File: src/rtl/calc_op_sequencer.sv
// Operation sequencer for the 16-bit calculator datapath: one command at a time,
// single-cycle bitwise/add/sub, 16-cycle shift-add multiply, chained answer accumulator.
module calc_op_sequencer #(
    parameter int unsigned WIDTH = 16
) (
    input  logic             clk,
    input  logic             rst,
    input  logic             start,
    input  logic [2:0]       op,
    input  logic [WIDTH-1:0] a,
    input  logic [WIDTH-1:0] b,
    input  logic             use_acc,
    output logic             busy,
    output logic             done,
    output logic [WIDTH-1:0] result,
    output logic             overflow,
    output logic [WIDTH-1:0] acc
);

    localparam int unsigned PW    = 2 * WIDTH;
    localparam int unsigned CNT_W = 5;

    localparam logic [2:0] OP_NOT = 3'd0;
    localparam logic [2:0] OP_AND = 3'd1;
    localparam logic [2:0] OP_OR  = 3'd2;
    localparam logic [2:0] OP_XOR = 3'd3;
    localparam logic [2:0] OP_ADD = 3'd4;
    localparam logic [2:0] OP_SUB = 3'd5;
    localparam logic [2:0] OP_MUL = 3'd6;
    localparam logic [2:0] OP_CLR = 3'd7;

    typedef enum logic [1:0] {
        S_IDLE = 2'd0,
        S_EXEC = 2'd1,
        S_MUL  = 2'd2,
        S_DONE = 2'd3
    } state_e;

    state_e             state_q, state_d;
    logic [2:0]         op_q, op_d;
    logic [WIDTH-1:0]   opa_q, opa_d;
    logic [WIDTH-1:0]   opb_q, opb_d;
    logic [PW-1:0]      mcand_q, mcand_d;
    logic [WIDTH-1:0]   mplier_q, mplier_d;
    logic [PW-1:0]      p_q, p_d;
    logic [CNT_W-1:0]   cnt_q, cnt_d;
    logic [WIDTH-1:0]   result_q, result_d;
    logic               ovf_q, ovf_d;
    logic [WIDTH-1:0]   acc_q, acc_d;
    logic               busy_q, busy_d;
    logic               done_q, done_d;

    logic [WIDTH-1:0]   cap_a;
    logic [WIDTH:0]     add_full;
    logic [WIDTH:0]     sub_full;
    logic [PW-1:0]      p_sum;
    logic               mul_last;

    assign cap_a    = use_acc ? acc_q : a;
    assign add_full = {1'b0, opa_q} + {1'b0, opb_q};
    // Top bit of the widened difference is the borrow (opa < opb).
    assign sub_full = {1'b0, opa_q} - {1'b0, opb_q};
    assign p_sum    = p_q + (mplier_q[0] ? mcand_q : PW'(0));
    assign mul_last = (cnt_q == CNT_W'(WIDTH - 1));

    // State register
    always_ff @(posedge clk or posedge rst) begin
        if (rst) begin
            state_q <= S_IDLE;
        end else begin
            state_q <= state_d;
        end
    end

    // Next-state logic
    always_comb begin
        state_d = state_q;
        unique case (state_q)
            S_IDLE: begin
                if (start) begin
                    state_d = (op == OP_MUL) ? S_MUL : S_EXEC;
                end
            end
            S_EXEC: state_d = S_DONE;
            S_MUL: begin
                if (mul_last) begin
                    state_d = S_DONE;
                end
            end
            S_DONE: state_d = S_IDLE;
            default: state_d = S_IDLE;
        endcase
    end

    // Datapath and output next values
    always_comb begin
        op_d     = op_q;
        opa_d    = opa_q;
        opb_d    = opb_q;
        mcand_d  = mcand_q;
        mplier_d = mplier_q;
        p_d      = p_q;
        cnt_d    = cnt_q;
        result_d = result_q;
        ovf_d    = ovf_q;
        acc_d    = acc_q;
        busy_d   = (state_d != S_IDLE);
        done_d   = (state_d == S_DONE);

        unique case (state_q)
            S_IDLE: begin
                if (start) begin
                    op_d     = op;
                    opa_d    = cap_a;
                    opb_d    = b;
                    mcand_d  = PW'(cap_a);
                    mplier_d = b;
                    p_d      = '0;
                    cnt_d    = '0;
                end
            end
            S_EXEC: begin
                unique case (op_q)
                    OP_NOT: begin result_d = ~opa_q;          ovf_d = 1'b0;             end
                    OP_AND: begin result_d = opa_q & opb_q;   ovf_d = 1'b0;             end
                    OP_OR:  begin result_d = opa_q | opb_q;   ovf_d = 1'b0;             end
                    OP_XOR: begin result_d = opa_q ^ opb_q;   ovf_d = 1'b0;             end
                    OP_ADD: begin result_d = add_full[WIDTH-1:0]; ovf_d = add_full[WIDTH]; end
                    OP_SUB: begin result_d = sub_full[WIDTH-1:0]; ovf_d = sub_full[WIDTH]; end
                    OP_CLR: begin result_d = '0;              ovf_d = 1'b0;             end
                    default: begin result_d = '0;             ovf_d = 1'b0;             end
                endcase
                acc_d = result_d;
            end
            S_MUL: begin
                p_d      = p_sum;
                mcand_d  = mcand_q << 1;
                mplier_d = mplier_q >> 1;
                cnt_d    = cnt_q + CNT_W'(1);
                if (mul_last) begin
                    result_d = p_sum[WIDTH-1:0];
                    ovf_d    = |p_sum[PW-1:WIDTH];
                    acc_d    = p_sum[WIDTH-1:0];
                end
            end
            S_DONE: begin
            end
            default: begin
            end
        endcase
    end

    // Datapath registers
    always_ff @(posedge clk or posedge rst) begin
        if (rst) begin
            op_q     <= '0;
            opa_q    <= '0;
            opb_q    <= '0;
            mcand_q  <= '0;
            mplier_q <= '0;
            p_q      <= '0;
            cnt_q    <= '0;
            result_q <= '0;
            ovf_q    <= 1'b0;
            acc_q    <= '0;
            busy_q   <= 1'b0;
            done_q   <= 1'b0;
        end else begin
            op_q     <= op_d;
            opa_q    <= opa_d;
            opb_q    <= opb_d;
            mcand_q  <= mcand_d;
            mplier_q <= mplier_d;
            p_q      <= p_d;
            cnt_q    <= cnt_d;
            result_q <= result_d;
            ovf_q    <= ovf_d;
            acc_q    <= acc_d;
            busy_q   <= busy_d;
            done_q   <= done_d;
        end
    end

    assign busy     = busy_q;
    assign done     = done_q;
    assign result   = result_q;
    assign overflow = ovf_q;
    assign acc      = acc_q;

endmodule

File: config.mk
export PLATFORM = sky130hd
export DESIGN_NAME = calc_op_sequencer
export DESIGN_NICKNAME = d
export VERILOG_FILES = /design/src/rtl/calc_op_sequencer.sv
export SDC_FILE = /design/constraint.sdc
export NUM_CORES = 1
export LEC_CHECK = 0
export CAP_MARGIN = 20
export CORE_ASPECT_RATIO = 0.9
export CORE_UTILIZATION = 60
export DETAILED_ROUTE_END_ITERATION = 8
export PLACE_DENSITY = 0.83
export SETUP_SLACK_MARGIN = 0.1
export SLEW_MARGIN = 20
export SYNTH_ARGS = -nofsm -noshare
export SYNTH_HDL_FRONTEND = slang
export SYNTH_SLANG_ARGS = --single-unit
export TNS_END_PERCENT = 50
File: constraint.sdc
create_clock -name clk -period 10.8 [get_ports clk]
set_input_delay 1.08 -clock clk [delete_from_list [all_inputs] [get_ports clk]]
set_output_delay 1.08 -clock clk [all_outputs]
set_load 0.02 [all_outputs]
---- Yosys cells after proc, flatten, opt, wreduce, memory -nomap -nowiden ----
Index checks and enable logic that the tools add are counted.
operators by class
  multiplexer cells ....................... 20
  bitwise gates (word level) .............. 4
  reduce and logical (&&, ||, !) cells .... 9
  eq/ne operators ......................... 13
  add/subtract/negate cells ............... 4
operators with widths
  operator             count
  $pmux 32 s2          2
  $mux 32              3
  $pmux 16 s6          1
  $pmux 16 s2          2
  $mux 16              3
  $add 32x32->32       1
  $add 16x16->17       1
  $sub 16x16->17       1
  $and 16x16->16       1
  $not 16->16          1
  $or 16x16->16        1
  $reduce_or 16->1     1
  $xor 16x16->16       1
  $pmux 5 s2           1
  $eq 3x3->1 const B   3
  $pmux 2 s4           1
  $eq 2x2->1 const B   3
  $eq 3x2->1 const B   2
  $mux 2               3
  $reduce_and 2->1     3
  $reduce_bool 2->1    3
  $add 5x1->5 const B  1
  $eq 5x4->1 const B   1
  $mux 5               1
  7 further kinds      9
storage, ports and cells
  word-level logic and storage cells ...... 62
  register bits after elaboration ......... 141
  input port bits ......................... 39
  output and inout port bits .............. 35

---- Depth between registers and ports, before layout ----
Gate-level depths: netlist of the first run.
  depth in word-level cells ............... 5
  gate-level depth with buffers ........... 15

---- Least setup slack after synthesis of the first run ----
No wires, ideal clock.
  path type ............................... flip-flop to flip-flop
  from .................................... reg mplier_q[0]
  to ...................................... reg ovf_q (netlist: overflow)
  path buffers ............................ 1
  path slack .............................. 7.545 ns
  data required time ...................... 10.675 ns
  arrival ................................. 3.130 ns
  stages on the path, launching flop included .. 15
  cell sequence ........................... dfrtp_1 clkbuf_1 and2_1 ha_1 fa_1 a211oi_1 o211ai_1 nand3_1 nand2_2 a221oi_4 mux2_2 a21oi_1 nand4_1 nor4_1 nor2_1
on the way
  cells in the longest elaborated chain, start to end .. 5
RTL lines
  element                   RTL line  source
  start: declaration        44        logic [WIDTH-1:0] mplier_q, mplier_d;
  start signal: assignment  173       mplier_q <= mplier_d;
  $mux 32                   63        assign p_sum = p_q + (mplier_q[0] ? mcand_q : PW'(0));
  $add 32x32->32            63
  $reduce_or 16->1          142       ovf_d = |p_sum[PW-1:WIDTH];
  $mux 1                    140       if (mul_last) begin
  $pmux 1 s2                110       unique case (state_q)
  end signal: assignment    177       ovf_q <= ovf_d;
  end: declaration          48        logic ovf_q, ovf_d;
Every way passes these cells. The select of a mux whose other input is x is not followed.
A chain may end at the register's enable or synchronous reset.

---- Final worst setup path of the first run ----
Same ends and word-level chain as after synthesis.

==> results of run 1 <==
==> placed cells by master (no fill, tap or decap), drive strengths merged, types with 8 or more instances in the layout <==
cell type        n
inv             88
a31oi           10
mux2            27
o31ai           12
mux2i           45
a21o            22
nand2          159
nand3           37
clkdlybuf4s50   73
nor3            18
o211ai          10
dfrtp          141
nand4            9
o21bai           8
xor2            14
a211oi          12
and2            34
o21ai           96
clkbuf          18
a22o             9
ha              84
buf              8
o211a           12
xnor2           22
mux4            13
a21oi           79
nor2            67
==> worst max-delay path, delay by kind of cell (launching register included) <==
family	cells	cell delay, ns
and+or+nand+nor	6	1.11
muxes	1	0.40
DFF	1	0.72
AOI/OAI and AO/OA	4	1.18
adders and majority gates	2	0.64
==> sequential cells by signal (all words and copies together), names as in the netlist <==
| signal | flops |
|---|---|
| mcand_q | 32 |
| p_q | 32 |
| acc | 16 |
| mplier_q | 16 |
| opa_q | 16 |
| opb_q | 16 |
| cnt_q | 5 |
| op_q | 3 |
| state_q | 2 |
| busy | 1 |
| done | 1 |
| overflow | 1 |
==> how the worst min path moves through the flow <==
stage,startpoint,endpoint,slack [ns]
2_1_floorplan,mcand_q[31],mcand_q[31],0.44
3_3_place_gp,cnt_q[4],cnt_q[4],0.46
3_5_place_dp,cnt_q[4],cnt_q[4],0.47
4_1_cts,cnt_q[4],cnt_q[4],0.48
5_1_grt,cnt_q[4],cnt_q[4],0.52
6_report,cnt_q[4],cnt_q[4],0.48
==> through the flow <==
stage	setup slack, ns	instances	hold slack, ns
final	6.646	1461	0.4774
after global routing	6.358	1461	0.5200
after CTS	6.672	1461	0.4822
after detailed placement	6.704	1429	0.4672
after global placement	6.873	1429	0.4600
after floorplan	5.939	1195	0.4391
==> cell type report <==
type / instances / area (um^2)
clock buffers: 18 / 429.2
fillers: 1312 / 5192
inverters: 78 / 297.8
well taps: 235 / 294.0
repair buffers: 81 / 790.8
multi-input cells: 894 / 6274
clock inverters: 14 / 141.4
flip-flops and latches: 141 / 3528
==> kinds of logic after synthesis <==
family	after synthesis	share of synthesized area, %
buffers and inverters	160	6.484
multiplexers	85	10.01
flip-flops	141	33.74
XOR/XNOR	36	3.015
adder cells (fa/ha/maj)	87	10.62
AO/OA/AOI/OAI	322	20.15
AND/OR/NAND/NOR	364	15.98
==> power breakdown <==
group / internal [W] / leakage [nW] / switching, W / total [W]
Clock: 0.000308 / 0.279 / 0.000270 / 0.000577
Sequential: 0.000728 / 1.79 / 0.000215 / 0.000942
Combinational: 0.000888 / 3.54 / 0.00130 / 0.00219
==> metal layers <==
layer | part of all wire [%] | vias up | GRT usage [%]
met5 | 0 | - | 0
met4 | 2.8 | 0 | 12.98
met3 | 7.7 | 60 | 5.097
met2 | 44 | 419 | 49.56
met1 | 45 | 4466 | 46.48
li1 | - | 4272 | -
==> flow_metrics.tcl, run 1 <==
set metrics [dict create \
    syn-num-nets 1321 \
    grt.overflow.total 0 \
    die_x_um 141.2 \
    coreArea_mm2 0.01695 \
    postRouteAntennaNets 0 \
    dieArea_mm2 0.01796 \
    ioPinCount 74 \
    synth_edf_count 0 \
    synth_commonest_cells "158 x nand2_1, 141 x dfrtp_1, 94 x o21ai_0, 84 x ha_1" \
    cts_resized 0 \
    synth_cell_type_count 72 \
    cts-root-buf "clkbuf_16" \
    insertedDiodeCount 0 \
    place_congestion 0.9180 \
    crit_start "mplier_q[0]" \
    drive_gt1_share_pct 7.912 \
    post_cts.repair.setup_buffers 0 \
    crit_fanout 33 \
    ys_warn_count 0 \
    fin_crit_sh_pct 38.46 \
    p_leak_nw 5.612 \
    syn_avg_cell_area_um2 8.752 \
    min_path_cells 2 \
    drv_cap 0 \
    synth_top_area_share_pct 33.74 \
    critPathLaunchType "flop" \
    synthFlopType "dfrtp_1" \
    ff2ff_path_depth 13 \
    grt_max_degree 80 \
    dr.first_iter.drc_count 856 \
    worstReg2RegStart "mplier_q[0]" \
    power.density_mw_per_mm2 315.7 \
    area_growth_pct 12.39 \
    worstSetupEndpointType "flop" \
    insertion_delay_ns 0.43 \
    cts_buffer_depth 2 \
    cp_data_arrival_time_ns 4.46 \
    dpl.hpwl_um 19780 \
    vdd_drop_max_uv 272.6 \
    slew_viol_final 0 \
    synth.ff_latch_count 141 \
    holdCritPathClass "reg2reg" \
    yosysSeqAreaShare_pct 33.74 \
    path_class "reg2reg" \
    clk_pin_slew_worst_paths_ns 0.07 \
    rrSetupSlack_ns 6.65 \
    finalCoreUtilization_pct 69.36 \
    synth_top_area_cell "dfrtp_1" \
    path_cells "and2_1, ha_1, fa_1, a211oi_1, o211ai_1, nand3_1, nand2_2, a221oi_4, mux2_2, a21oi_1, nand4_1, nor4_1, nor2_1" \
    setup_viol 0 \
    finalCriticalPeriod_ns 4.154 \
    synth_area_mm2 0.01046 \
    grt_pass1_vias 8714 \
    routed_wl_um 27760 \
    cts_tree "yes" \
    max_slew.worst_pin.slew_ns 1.062 \
    num_vias 9217 \
    grt_pass1_wl_um 45530 \
    regToRegEndpoint "overflow" \
    hold_viol 0 \
    fin_area_mm2 0.01176 \
    synthCells 1195 \
    antenna_found_initial 0 \
    via_per_inst 6.309 \
    status "complete, no violations" \
    slowest_stage "dfrtp_1" \
    drt_pass1_iterations 5 \
    cts_buffers 17 \
    slew_headroom_pct 29.00 \
    wl_per_cell_um 19.00 \
    clkSinkCount 141 \
    yosysMostFrequentCell "nand2_1" \
    synthTopCellsByArea "dfrtp_1 34%, ha_1 10%, nand2_1 5.7%" \
    cp-endpoint "overflow" \
    fin_setup_tns_ns 0 \
    rsz0062_at_grt "no" \
    die_y_um 127.3 \
    port_buffers 73 \
    cp_slowest_stage_delay_ns 0.72 \
    finalPower_w 0.003711 \
    htreeDepth 4 \
    remaining_drc_errors 0 \
    fin_nets 1339 \
    cts.hold.buffers_added 0 \
    required_ns 11.11 \
    fmax_ghz 0.2407 \
    fin_skew_ns 0.01072 \
    grt_usage_pct 32.51 \
    rows 45 \
    post_dp_cell_area_mm2 0.01118 \
    initial_core_util_pct 61.71 \
    async_flop_share_pct 100.0 \
]
No activity file was read; power rests on OpenSTA's default activity.
==> run 2: changes to the inputs <==
- clock period: 10.8 -> 4.15 ns (I/O delays scaled with it)
==> run 2 against run 1 <==
Global-route usage shrank 0.32 points. Register-to-register slack lost 6.2 ns. Cell count grew 0.34%. Worst hold slack gained 0.0077 ns. Clock power grew to 2.7 times the previous value. Worst setup slack lost 6.2 ns. Critical path depth is the same. Sequential cell count is the same. Critical path type unchanged. Largest cell class unchanged. Highest routed layer unchanged.
==> flow_metrics.tcl, run 2 (same netlist as run 1, synthesis figures left out) <==
set metrics [dict create \
    status "complete, no violations" \
    cts_buffer_depth 2 \
    grt_pass1_wl_um 45060 \
    path_class "reg2reg" \
    drive_gt1_share_pct 8.448 \
    die_x_um 141.2 \
    area_growth_pct 13.03 \
    htreeDepth 4 \
    drv_cap 0 \
    cts-root-buf "clkbuf_16" \
    hold_viol 0 \
    slowest_stage "dfrtp_1" \
    crit_fanout 14 \
    grt_usage_pct 32.19 \
    reg.largest.list "mcand_q x32, p_q x32" \
    rows 45 \
    holdCritPathClass "reg2reg" \
    antenna_found_initial 0 \
    insertion_delay_ns 0.44 \
    worstSetupEndpointType "flop" \
    instances_no_fill 1466 \
    fin_setup_tns_ns 0 \
    slew_viol_final 0 \
    final_common_cell "nand2_1" \
    clkPwrFrac_pct 15.9 \
    p_int_w 0.005092 \
    grt_max_degree 142 \
    fill_cells 1306 \
    register_area_mm2 0.003528 \
    p_comb_share_pct 58.7 \
    routed_wl_um 27800 \
    dpl.hpwl_um 19940 \
    path_cells "and2_1, ha_1, fa_1, a211oi_1, o211ai_1, nand3_1, nand2_2, a221oi_4, xnor2_1, nor4b_2, nand4_1, nor4_1, nor2_1" \
    cp_slowest_stage_delay_ns 0.49 \
    remaining_drc_errors 0 \
    fin_ws_ns 0.4223 \
    dieArea_mm2 0.01796 \
    power.density_mw_per_mm2 820.6 \
    required_ns 4.46 \
    crit_start "mplier_q[0]" \
    finalCriticalPeriod_ns 3.728 \
    seqPwrFrac_pct 25.4 \
    port_buffers 73 \
    fin_area_mm2 0.01182 \
    place_congestion 0.9394 \
    cts_tree "yes" \
    clkSinkCount 141 \
    dr.first_iter.drc_count 872 \
    dp_cells 1434 \
    die_y_um 127.3 \
    p_leak_nw 5.643 \
    vdd_drop_max_uv 891.6 \
    fin_nets 1344 \
    layout_common_cells "157 x nand2_1, 141 x dfrtp_1, 94 x o21ai_0, 83 x ha_1, 78 x a21oi_1" \
    num_vias 9187 \
    coreArea_mm2 0.01695 \
    p_sw_w 0.004608 \
    critPathLaunchType "flop" \
    grt.overflow.total 0 \
    slew_headroom_pct 33.83 \
    min_from "mplier_q[6]" \
    cp_data_arrival_time_ns 4.04 \
    multi_input_area_mm2 0.006276 \
    min_path_cells 2 \
    worstReg2RegStart "mplier_q[0]" \
    drt_pass1_iterations 6 \
    max_slew.worst_pin.slew_ns 0.9895 \
    cts.hold.buffers_added 0 \
    initial_core_util_pct 61.71 \
    via_per_inst 6.267 \
    post_dp_cell_area_mm2 0.01123 \
    dp_slack_ns 0.3984 \
    ff2ff_path_depth 13 \
    cts_buffers 17 \
    fin_crit_sh_pct 89.82 \
    ioPinCount 74 \
    post_cts.repair.setup_buffers 0 \
    wl_per_cell_um 18.96 \
    rsz0062_at_grt "no" \
    setup_viol 0 \
    finalPower_w 0.009700 \
    postRouteAntennaNets 0 \
    grt_pass1_vias 8807 \
    p_sw_share_pct 47.51 \
    fmax_ghz 0.2683 \
    insertedDiodeCount 0 \
    clk_pin_slew_worst_paths_ns 0.07 \
    fin_skew_ns 0.01111 \
]
==> run 2: cell type report <==
class	instances	share of cell area, %
multi-input cells	894	53.09
flip-flops and latches	141	29.85
repair buffers	86	7.113
clock buffers	18	3.715
inverters	78	2.508
well taps	235	2.487
clock inverters	14	1.238
==> run 2: per-layer routing <==
layer / track usage, % / part of all wire, % / vias to the layer above
li1: - / - / 4279
met1: 44.25 / 45 / 4448
met2: 51.78 / 46 / 407
met3: 5.885 / 7.2 / 53
met4: 10.10 / 2.2 / 0
met5: 0 / 0 / -
==> run 2: through the flow <==
stage	util (%)	hold WS, ns
after floorplan	-	0.4391
after global placement	66.25	0.4554
after detailed placement	66.25	0.4627
after CTS	69.71	0.4871
after global routing	69.75	0.5249
final	69.75	0.4851
==> run 2: worst max-delay path: cells and delay by family (launching register included) <==
family	cells	cell delay, ns
AND/OR/NAND/NOR	7	1.36
AO/OA/AOI/OAI	3	0.93
adder cells (fa/ha/maj)	2	0.65
flip-flops	1	0.49
XOR/XNOR	1	0.17
==> run 2: power by group through the flow <==
stage               registers (W)  clock network (W)  logic [W]
detailed placement        0.00246                  0    0.00556
global placement          0.00243                  0    0.00540
floorplan                 0.00234                  0    0.00422
CTS                       0.00245            0.00155    0.00562
global route              0.00252            0.00162    0.00622
finish                    0.00246            0.00154    0.00569
==> run 2: what timing repair did <==
action                     in CTS  in global routing
setup endpoints to repair       0                  1
hold endpoints to repair        0                  0
resized for setup               0                  2
==> run 2: path summary, 6_finish.rpt <==
kind / end / slack [ns]
setup reg to reg: overflow / 0.42
hold / removal: mplier_q[6] / 0.49
hold reg to reg: mplier_q[6] / 0.49
setup / recovery: overflow / 0.42
max in group asynchronous: p_q[19] / 3.01
min in group asynchronous: mcand_q[13] / 0.51
